<file path="config.mk">
export PLATFORM = sky130hd
export DESIGN_NAME = fetch_stage_flat
export DESIGN_NICKNAME = d
export VERILOG_FILES = /design/src/rtl/fetch_stage_pkg.sv /design/src/rtl/fetch_stage_if.sv /design/src/rtl/fetch_stage_ifid_skid.sv /design/src/rtl/fetch_stage.sv /design/src/flat_wrapper.sv
export SDC_FILE = /design/constraint.sdc
export NUM_CORES = 1
export LEC_CHECK = 0
export BUFFER_PORTS_ARGS = -buffer_cell sky130_fd_sc_hd__buf_2
export CORE_ASPECT_RATIO = 1.2
export CORE_MARGIN = 3
export CORE_UTILIZATION = 51
export CTS_CLUSTER_DIAMETER = 50
export CTS_CLUSTER_SIZE = 20
export DETAILED_ROUTE_END_ITERATION = 12
export PLACE_DENSITY = 0.81
export SYNTH_ARGS = -nofsm -noshare
export SYNTH_HDL_FRONTEND = slang
export SYNTH_SLANG_ARGS = --single-unit
</file>
<file path="constraint.sdc">
create_clock -name clk -period 3.45 [get_ports clk]
set_input_delay 0.5175 -clock clk [delete_from_list [all_inputs] [get_ports clk]]
set_output_delay 0.5175 -clock clk [all_outputs]
set_load 0.05 [all_outputs]
</file>
<file path="src/rtl/fetch_stage_pkg.sv">
// Shared definitions for the instruction-fetch stage: widths, opcodes, FSM encoding, IF/ID entry.
package fetch_stage_pkg;

    localparam int INSTR_W = 16;
    localparam int PC_W    = 16;

    localparam logic [4:0] OP_HALT = 5'b00000;
    localparam logic [4:0] OP_NOP  = 5'b00001;

    localparam logic [INSTR_W-1:0] NOP_INSTR = {OP_NOP, 11'b0};

    typedef enum logic [1:0] {
        ST_REQ    = 2'd0,
        ST_HOLD   = 2'd1,
        ST_HALTED = 2'd2,
        ST_ERR    = 2'd3
    } fetch_state_t;

    typedef struct packed {
        logic [INSTR_W-1:0] instr;
        logic [PC_W-1:0]    pc_inc;
    } ifid_entry_t;

    // Top five bits carry the opcode; all-zero opcode stops the fetch stream.
    function automatic logic is_halt(input logic [INSTR_W-1:0] instr);
        return instr[INSTR_W-1 -: 5] == OP_HALT;
    endfunction

endpackage

</file>
<file path="src/rtl/fetch_stage_if.sv">
// Bundle of instruction-memory, decode-side and control signals around the fetch stage.
interface fetch_stage_if;
    import fetch_stage_pkg::*;

    logic               imem_rd;
    logic [PC_W-1:0]    imem_addr;
    logic [INSTR_W-1:0] imem_data;
    logic               imem_done;
    logic [INSTR_W-1:0] id_instr;
    logic [PC_W-1:0]    id_pc_inc;
    logic               id_valid;
    logic               id_stall;
    logic               redirect;
    logic [PC_W-1:0]    redirect_pc;
    logic               halted;
    logic               err;

    // Fetch stage side.
    modport master (
        output imem_rd, imem_addr,
        input  imem_data, imem_done,
        output id_instr, id_pc_inc, id_valid,
        input  id_stall, redirect, redirect_pc,
        output halted, err
    );

    // Memory / decode / control side.
    modport slave (
        input  imem_rd, imem_addr,
        output imem_data, imem_done,
        input  id_instr, id_pc_inc, id_valid,
        output id_stall, redirect, redirect_pc,
        input  halted, err
    );
endinterface

</file>
<file path="src/rtl/fetch_stage_ifid_skid.sv">
// One-entry buffer catching a fetched word that decode cannot accept yet.
module ifid_skid
    import fetch_stage_pkg::*;
(
    input  logic        clk,
    input  logic        rst,
    input  logic        load,
    input  logic        unload,
    input  logic        clear,
    input  ifid_entry_t din,
    output logic        full,
    output ifid_entry_t dout
);

    logic        full_reg;
    ifid_entry_t data_reg;

    // Clear wins over load, load over unload; data is only meaningful while full.
    always_ff @(posedge clk or posedge rst) begin
        if (rst) begin
            full_reg <= 1'b0;
            data_reg <= '0;
        end else if (clear) begin
            full_reg <= 1'b0;
        end else if (load) begin
            full_reg <= 1'b1;
            data_reg <= din;
        end else if (unload) begin
            full_reg <= 1'b0;
        end
    end

    assign full = full_reg;
    assign dout = data_reg;

endmodule

</file>
<file path="src/rtl/fetch_stage.sv">
// Instruction fetch: PC, variable-latency memory requests, IF/ID register with skid, redirect/squash, HALT and error handling.
module fetch_stage
    import fetch_stage_pkg::*;
#(
    parameter logic [PC_W-1:0] RESET_PC   = 16'h0000,
    parameter int              WAIT_LIMIT = 255
) (
    input  logic          clk,
    input  logic          rst,
    fetch_stage_if.master bus
);

    localparam int              CNT_W    = $clog2(WAIT_LIMIT + 1);
    localparam logic [CNT_W-1:0] CNT_LAST = CNT_W'(WAIT_LIMIT - 1);

    fetch_state_t       state_reg;
    logic [PC_W-1:0]    pc_reg;
    logic               squash_reg;
    logic [PC_W-1:0]    squash_addr_reg;
    logic [CNT_W-1:0]   wait_cnt_reg;
    logic [INSTR_W-1:0] id_instr_reg;
    logic [PC_W-1:0]    id_pc_inc_reg;
    logic               id_valid_reg;
    logic               halted_reg;
    logic               err_reg;

    logic [PC_W-1:0] pc_plus2;
    logic            consume;
    logic            accept;
    logic            fetch_ok;
    logic            skid_load;
    logic            skid_unload;
    logic            skid_clear;
    logic            skid_full;
    ifid_entry_t     fetched_entry;
    ifid_entry_t     skid_entry;

    assign pc_plus2      = pc_reg + PC_W'(2);
    assign consume       = id_valid_reg & ~bus.id_stall;
    assign accept        = ~id_valid_reg | ~bus.id_stall;
    assign fetch_ok      = (state_reg == ST_REQ) & bus.imem_done & ~squash_reg & ~bus.redirect;
    assign fetched_entry = {bus.imem_data, pc_plus2};

    assign skid_load   = fetch_ok & ~accept;
    assign skid_unload = (state_reg == ST_HOLD) & skid_full & ~bus.id_stall & ~bus.redirect;
    assign skid_clear  = bus.redirect & (state_reg != ST_ERR);

    ifid_skid u_skid (
        .clk    (clk),
        .rst    (rst),
        .load   (skid_load),
        .unload (skid_unload),
        .clear  (skid_clear),
        .din    (fetched_entry),
        .full   (skid_full),
        .dout   (skid_entry)
    );

    // Fetch FSM with PC, squash tracking, timeout counter and IF/ID output registers.
    always_ff @(posedge clk or posedge rst) begin
        if (rst) begin
            state_reg       <= ST_REQ;
            pc_reg          <= RESET_PC;
            squash_reg      <= 1'b0;
            squash_addr_reg <= '0;
            wait_cnt_reg    <= '0;
            id_instr_reg    <= NOP_INSTR;
            id_pc_inc_reg   <= '0;
            id_valid_reg    <= 1'b0;
            halted_reg      <= 1'b0;
            err_reg         <= 1'b0;
        end else if (state_reg != ST_ERR) begin
            if (bus.redirect) begin
                // Redirect flushes decode's view regardless of stall.
                id_valid_reg <= 1'b0;
                halted_reg   <= 1'b0;
                wait_cnt_reg <= '0;
                pc_reg       <= bus.redirect_pc;
                if (bus.redirect_pc[0]) begin
                    err_reg   <= 1'b1;
                    state_reg <= ST_ERR;
                end else begin
                    state_reg <= ST_REQ;
                    if (state_reg == ST_REQ && !bus.imem_done) begin
                        // The outstanding read must still finish at its original address.
                        squash_reg <= 1'b1;
                        if (!squash_reg) begin
                            squash_addr_reg <= pc_reg;
                        end
                    end else begin
                        squash_reg <= 1'b0;
                    end
                end
            end else begin
                case (state_reg)
                    ST_REQ: begin
                        if (bus.imem_done) begin
                            wait_cnt_reg <= '0;
                            if (squash_reg) begin
                                squash_reg <= 1'b0;
                                if (consume) begin
                                    id_valid_reg <= 1'b0;
                                end
                            end else begin
                                pc_reg <= pc_plus2;
                                if (accept) begin
                                    id_instr_reg  <= bus.imem_data;
                                    id_pc_inc_reg <= pc_plus2;
                                    id_valid_reg  <= 1'b1;
                                    if (is_halt(bus.imem_data)) begin
                                        state_reg  <= ST_HALTED;
                                        halted_reg <= 1'b1;
                                    end
                                end else begin
                                    state_reg <= ST_HOLD;
                                end
                            end
                        end else begin
                            if (consume) begin
                                id_valid_reg <= 1'b0;
                            end
                            if (wait_cnt_reg == CNT_LAST) begin
                                err_reg      <= 1'b1;
                                id_valid_reg <= 1'b0;
                                state_reg    <= ST_ERR;
                            end else begin
                                wait_cnt_reg <= wait_cnt_reg + CNT_W'(1);
                            end
                        end
                    end
                    ST_HOLD: begin
                        if (skid_unload) begin
                            id_instr_reg  <= skid_entry.instr;
                            id_pc_inc_reg <= skid_entry.pc_inc;
                            id_valid_reg  <= 1'b1;
                            if (is_halt(skid_entry.instr)) begin
                                state_reg  <= ST_HALTED;
                                halted_reg <= 1'b1;
                            end else begin
                                state_reg <= ST_REQ;
                            end
                        end
                    end
                    ST_HALTED: begin
                        if (consume) begin
                            id_valid_reg <= 1'b0;
                        end
                    end
                    default: begin
                    end
                endcase
            end
        end
    end

    // Request is suppressed while reset is held so memory never sees a stray read.
    assign bus.imem_rd   = (state_reg == ST_REQ) & ~rst;
    assign bus.imem_addr = squash_reg ? squash_addr_reg : pc_reg;
    assign bus.id_instr  = id_instr_reg;
    assign bus.id_pc_inc = id_pc_inc_reg;
    assign bus.id_valid  = id_valid_reg;
    assign bus.halted    = halted_reg;
    assign bus.err       = err_reg;

endmodule

</file>
<file path="src/flat_wrapper.sv">
// flat-port wrapper written by rule: the top's interface ports become plain ports
module fetch_stage_flat import fetch_stage_pkg::*;
#(
    parameter logic [PC_W-1:0] RESET_PC   = 16'h0000,
    parameter int              WAIT_LIMIT = 255
)
  (clk, rst, bus_imem_rd, bus_imem_addr, bus_imem_data, bus_imem_done, bus_id_instr, bus_id_pc_inc, bus_id_valid, bus_id_stall, bus_redirect, bus_redirect_pc, bus_halted, bus_err);
  fetch_stage_if bus_i ();
  input  logic clk;
  input  logic rst;
  output wire logic [$bits(bus_i.imem_rd)-1:0] bus_imem_rd;
  output wire logic [$bits(bus_i.imem_addr)-1:0] bus_imem_addr;
  input wire logic [$bits(bus_i.imem_data)-1:0] bus_imem_data;
  input wire logic [$bits(bus_i.imem_done)-1:0] bus_imem_done;
  output wire logic [$bits(bus_i.id_instr)-1:0] bus_id_instr;
  output wire logic [$bits(bus_i.id_pc_inc)-1:0] bus_id_pc_inc;
  output wire logic [$bits(bus_i.id_valid)-1:0] bus_id_valid;
  input wire logic [$bits(bus_i.id_stall)-1:0] bus_id_stall;
  input wire logic [$bits(bus_i.redirect)-1:0] bus_redirect;
  input wire logic [$bits(bus_i.redirect_pc)-1:0] bus_redirect_pc;
  output wire logic [$bits(bus_i.halted)-1:0] bus_halted;
  output wire logic [$bits(bus_i.err)-1:0] bus_err;
  assign bus_imem_rd = bus_i.imem_rd;
  assign bus_imem_addr = bus_i.imem_addr;
  assign bus_i.imem_data = bus_imem_data;
  assign bus_i.imem_done = bus_imem_done;
  assign bus_id_instr = bus_i.id_instr;
  assign bus_id_pc_inc = bus_i.id_pc_inc;
  assign bus_id_valid = bus_i.id_valid;
  assign bus_i.id_stall = bus_id_stall;
  assign bus_i.redirect = bus_redirect;
  assign bus_i.redirect_pc = bus_redirect_pc;
  assign bus_halted = bus_i.halted;
  assign bus_err = bus_i.err;
  fetch_stage #(.RESET_PC(RESET_PC), .WAIT_LIMIT(WAIT_LIMIT)) u_core (.clk(clk), .rst(rst), .bus(bus_i));
endmodule
</file>
==> summary.txt <==
CTS resizes - 0
Fmax - 374 MHz
Setup CP Type - flop to flop
Clock slew at reported path FFs - 0.07 ns
Setup_tns - 0 ns
Crit-path leading delay family - simple AND/OR/NAND/NOR gates
Clk sinks - 111
Layout overhead on the synthesized area - 14.7%
Post-CTS Hold Fix Bufs - 0
Final period utilization - 77.5%
Starting Density - 53.5%
Clk buf depth - 2
Crit start category - flop
Worst hold path class - primary input to async pin
Total power - 6.13 mW
Remaining DRCs - 0
Die ar. - 12000 um2
Synthesis Warnings - 0
Pwr Density - 974 nW/um2
P_leak - 2.97 nW
I/O Buffers - 88
Final setup fails - 0
Final Critical Period - 2.67 ns
Worst Path Required - 3.68 ns
Slew @ Worst Pin - 0.886 ns
CTS root buf - clkbuf_16
Max FO, Critical Path - 42
WP data arrival - 2.90 ns
Synthesized area - 5490 um2
First-pass detailed-route iteration total - 4
R2R setup slack - 0.78 ns
Status - finished, final reports clean
Num rows - 40
Post-synthesis net count - 559
First-pass GRT wire length - 19700 um
Postcts setup bufs - 0
Initial antenna violation count - 0
FF-to-FF End - u_core.bus.id_instr[13]$_DFFE_PP0P_
Syn Inst Count - 515
Max reg flops - 32
Number of global-route vias before repair - 4088
DIE HEIGHT - 120 um
Width of the die - 101 um
Number of synthesized register bits - 111
Final hold violations - 0
DR iter-0 viols - 281
CP cell instances - inv_1, ha_2, nor2b_1, a31oi_1, or3b_2, buf_4, nand2_1, o21ai_1
Number of synthesized flops with an enable pin - 0
Final Max Tran Viols - 0
Reg2Reg Depth - 8
Max-Slew Margin vs Limit - 40.9%
Synth async-reset ratio - 100%
Wirelength, routed - 11800 um
Syn_area_per_cell - 10.7 um2
Vias per cell - 5.73
Core ar. - 10300 um2
DPL Wire Length - 8560 um
Gp weighted congestion - 0.866
Hold WS - 0.376 ns
Tot GR Track Use - 20.2%
Crit path buf inv count - 2
Post-synthesis sequential area ratio - 50.6%
TritonCTS buffer count - 9
Vias - 4119
Clock Latency Late Sink - 0.35 ns
Critical R2R Launch - u_core.state_reg[1]$_DFFE_PP0P_
Crit path largest cell delay - 0.80 ns
Clk_skew - 0.00764 ns
Crit. End Element - flop
Post-route ant nets - 0
Max Cap Violations - 0
Peak VDD IR - 0.514 mV
Final nets - 633
Synth Flop Type - dfrtp_1
CTS tree - built
Share of cells above drive strength 1 - 29.5%
ANT cells - 0
Io pins - 89
Number of distinct library cells after synthesis - 56
Crit-path slowest cell - or3b_2
Avg WL per Cell - 16.4 um
Largest net degree at the start of global routing - 77
Total grt overflow - 0
RSZ-0062 raised after global routing - no
CTS H-tree depth - 3
-- per-layer routing --
metal	vias up	part of all wire, %	GRT usage, %	wire, um
met1	2003	43	26.5	5060
met4	0	2.7	8.26	320
met5	-	0	0	0
li1	1971	-	-	-
met2	118	49	32.7	5770
met3	27	5.2	3.66	612
-- metrics by stage --
step	std cells	setup WS [ns]	utilization [%]	instance area, um2
6_report	719	0.775	61.4	6300
2_1_floorplan	515	0.00350	-	5490
3_5_place_dp	704	0.821	58.5	6000
3_3_place_gp	704	0.913	58.5	6000
5_1_grt	719	0.575	61.4	6300
4_1_cts	719	0.802	61.4	6300
-- where the power goes --
part	internal [mW]	switching, mW	leakage [nW]	total (mW)
sequential	1.79	0.377	1.43	2.17
clock	0.583	0.455	0.146	1.04
combinational	0.932	1.99	1.39	2.92
-- logic make-up (layout without fill, tap and decap cells) --
family | Yosys count | after routing | synth area share, %
multiplexers | 90 | 90 | 17.7
buffers and inverters | 42 | 120 | 3.37
adder cells (fa/ha/maj) | 7 | 7 | 1.60
AO/OA/AOI/OAI | 102 | 102 | 11.0
AND/OR/NAND/NOR | 146 | 146 | 12.9
XOR/XNOR | 17 | 17 | 2.71
flip-flops | 111 | 111 | 50.6
-- final cells by class --
class / count / area [um2]
inverter: 10 / 40.0
clock buffer: 11 / 243
clock inverter: 4 / 56.3
multi-input combinational: 362 / 2530
tap: 126 / 158
timing repair buffer: 95 / 493
sequential: 111 / 2780
fill: 816 / 3960
-- worst max-delay path by stage --
stage / start / to / slack (ns) / cells after the start
after CTS: u_core.state_reg[1]$_DFFE_PP0P_ / u_core.bus.id_instr[15]$_DFFE_PP0P_ / 0.80 / 8
after detailed placement: u_core.state_reg[1]$_DFFE_PP0P_ / u_core.bus.id_instr[15]$_DFFE_PP0P_ / 0.82 / 8
after global placement: u_core.state_reg[1]$_DFFE_PP0P_ / u_core.bus.id_instr[12]$_DFFE_PP0P_ / 0.91 / 8
after global routing: u_core.state_reg[1]$_DFFE_PP0P_ / u_core.bus.id_instr[2]$_DFFE_PP0P_ / 0.57 / 8
after floorplan: rst / u_core.bus.err$_DFFE_PP0P_ / 0.004 / 1
final: u_core.state_reg[1]$_DFFE_PP0P_ / u_core.bus.id_instr[13]$_DFFE_PP0P_ / 0.78 / 8
-- cell usage after synthesis, types with 3 or more instances --
master / n / area, um2
o211ai_1: 4 / 30.0
xor2_1: 7 / 61.3
buf_2: 13 / 65.1
o21ai_0: 20 / 100
nor4_1: 8 / 50.1
nor3_1: 7 / 35.0
a21oi_1: 23 / 115
ha_1: 7 / 87.6
o21ai_1: 35 / 175
clkbuf_1: 16 / 60.1
nand2_1: 58 / 218
nand4_1: 4 / 25.0
nand2b_1: 3 / 18.8
nand3_1: 19 / 95.1
dfrtp_1: 110 / 2750
mux2_2: 48 / 541
a31oi_1: 4 / 25.0
xnor2_1: 10 / 87.6
nor2b_1: 4 / 25.0
mux2_1: 10 / 113
or3_1: 3 / 18.8
inv_1: 8 / 30.0
mux2i_1: 32 / 320
nor2_1: 25 / 93.8
-- layout by cell type, fill, tap and decap left out, types with 19 or more instances in the layout --
cell / count
a21oi_1: 23
buf_2: 88
dfrtp_1: 110
mux2_2: 48
mux2i_1: 32
nand2_1: 58
nand3_1: 19
nor2_1: 25
o21ai_0: 20
o21ai_1: 35
Note: power is estimated with default switching activity, not from simulation.
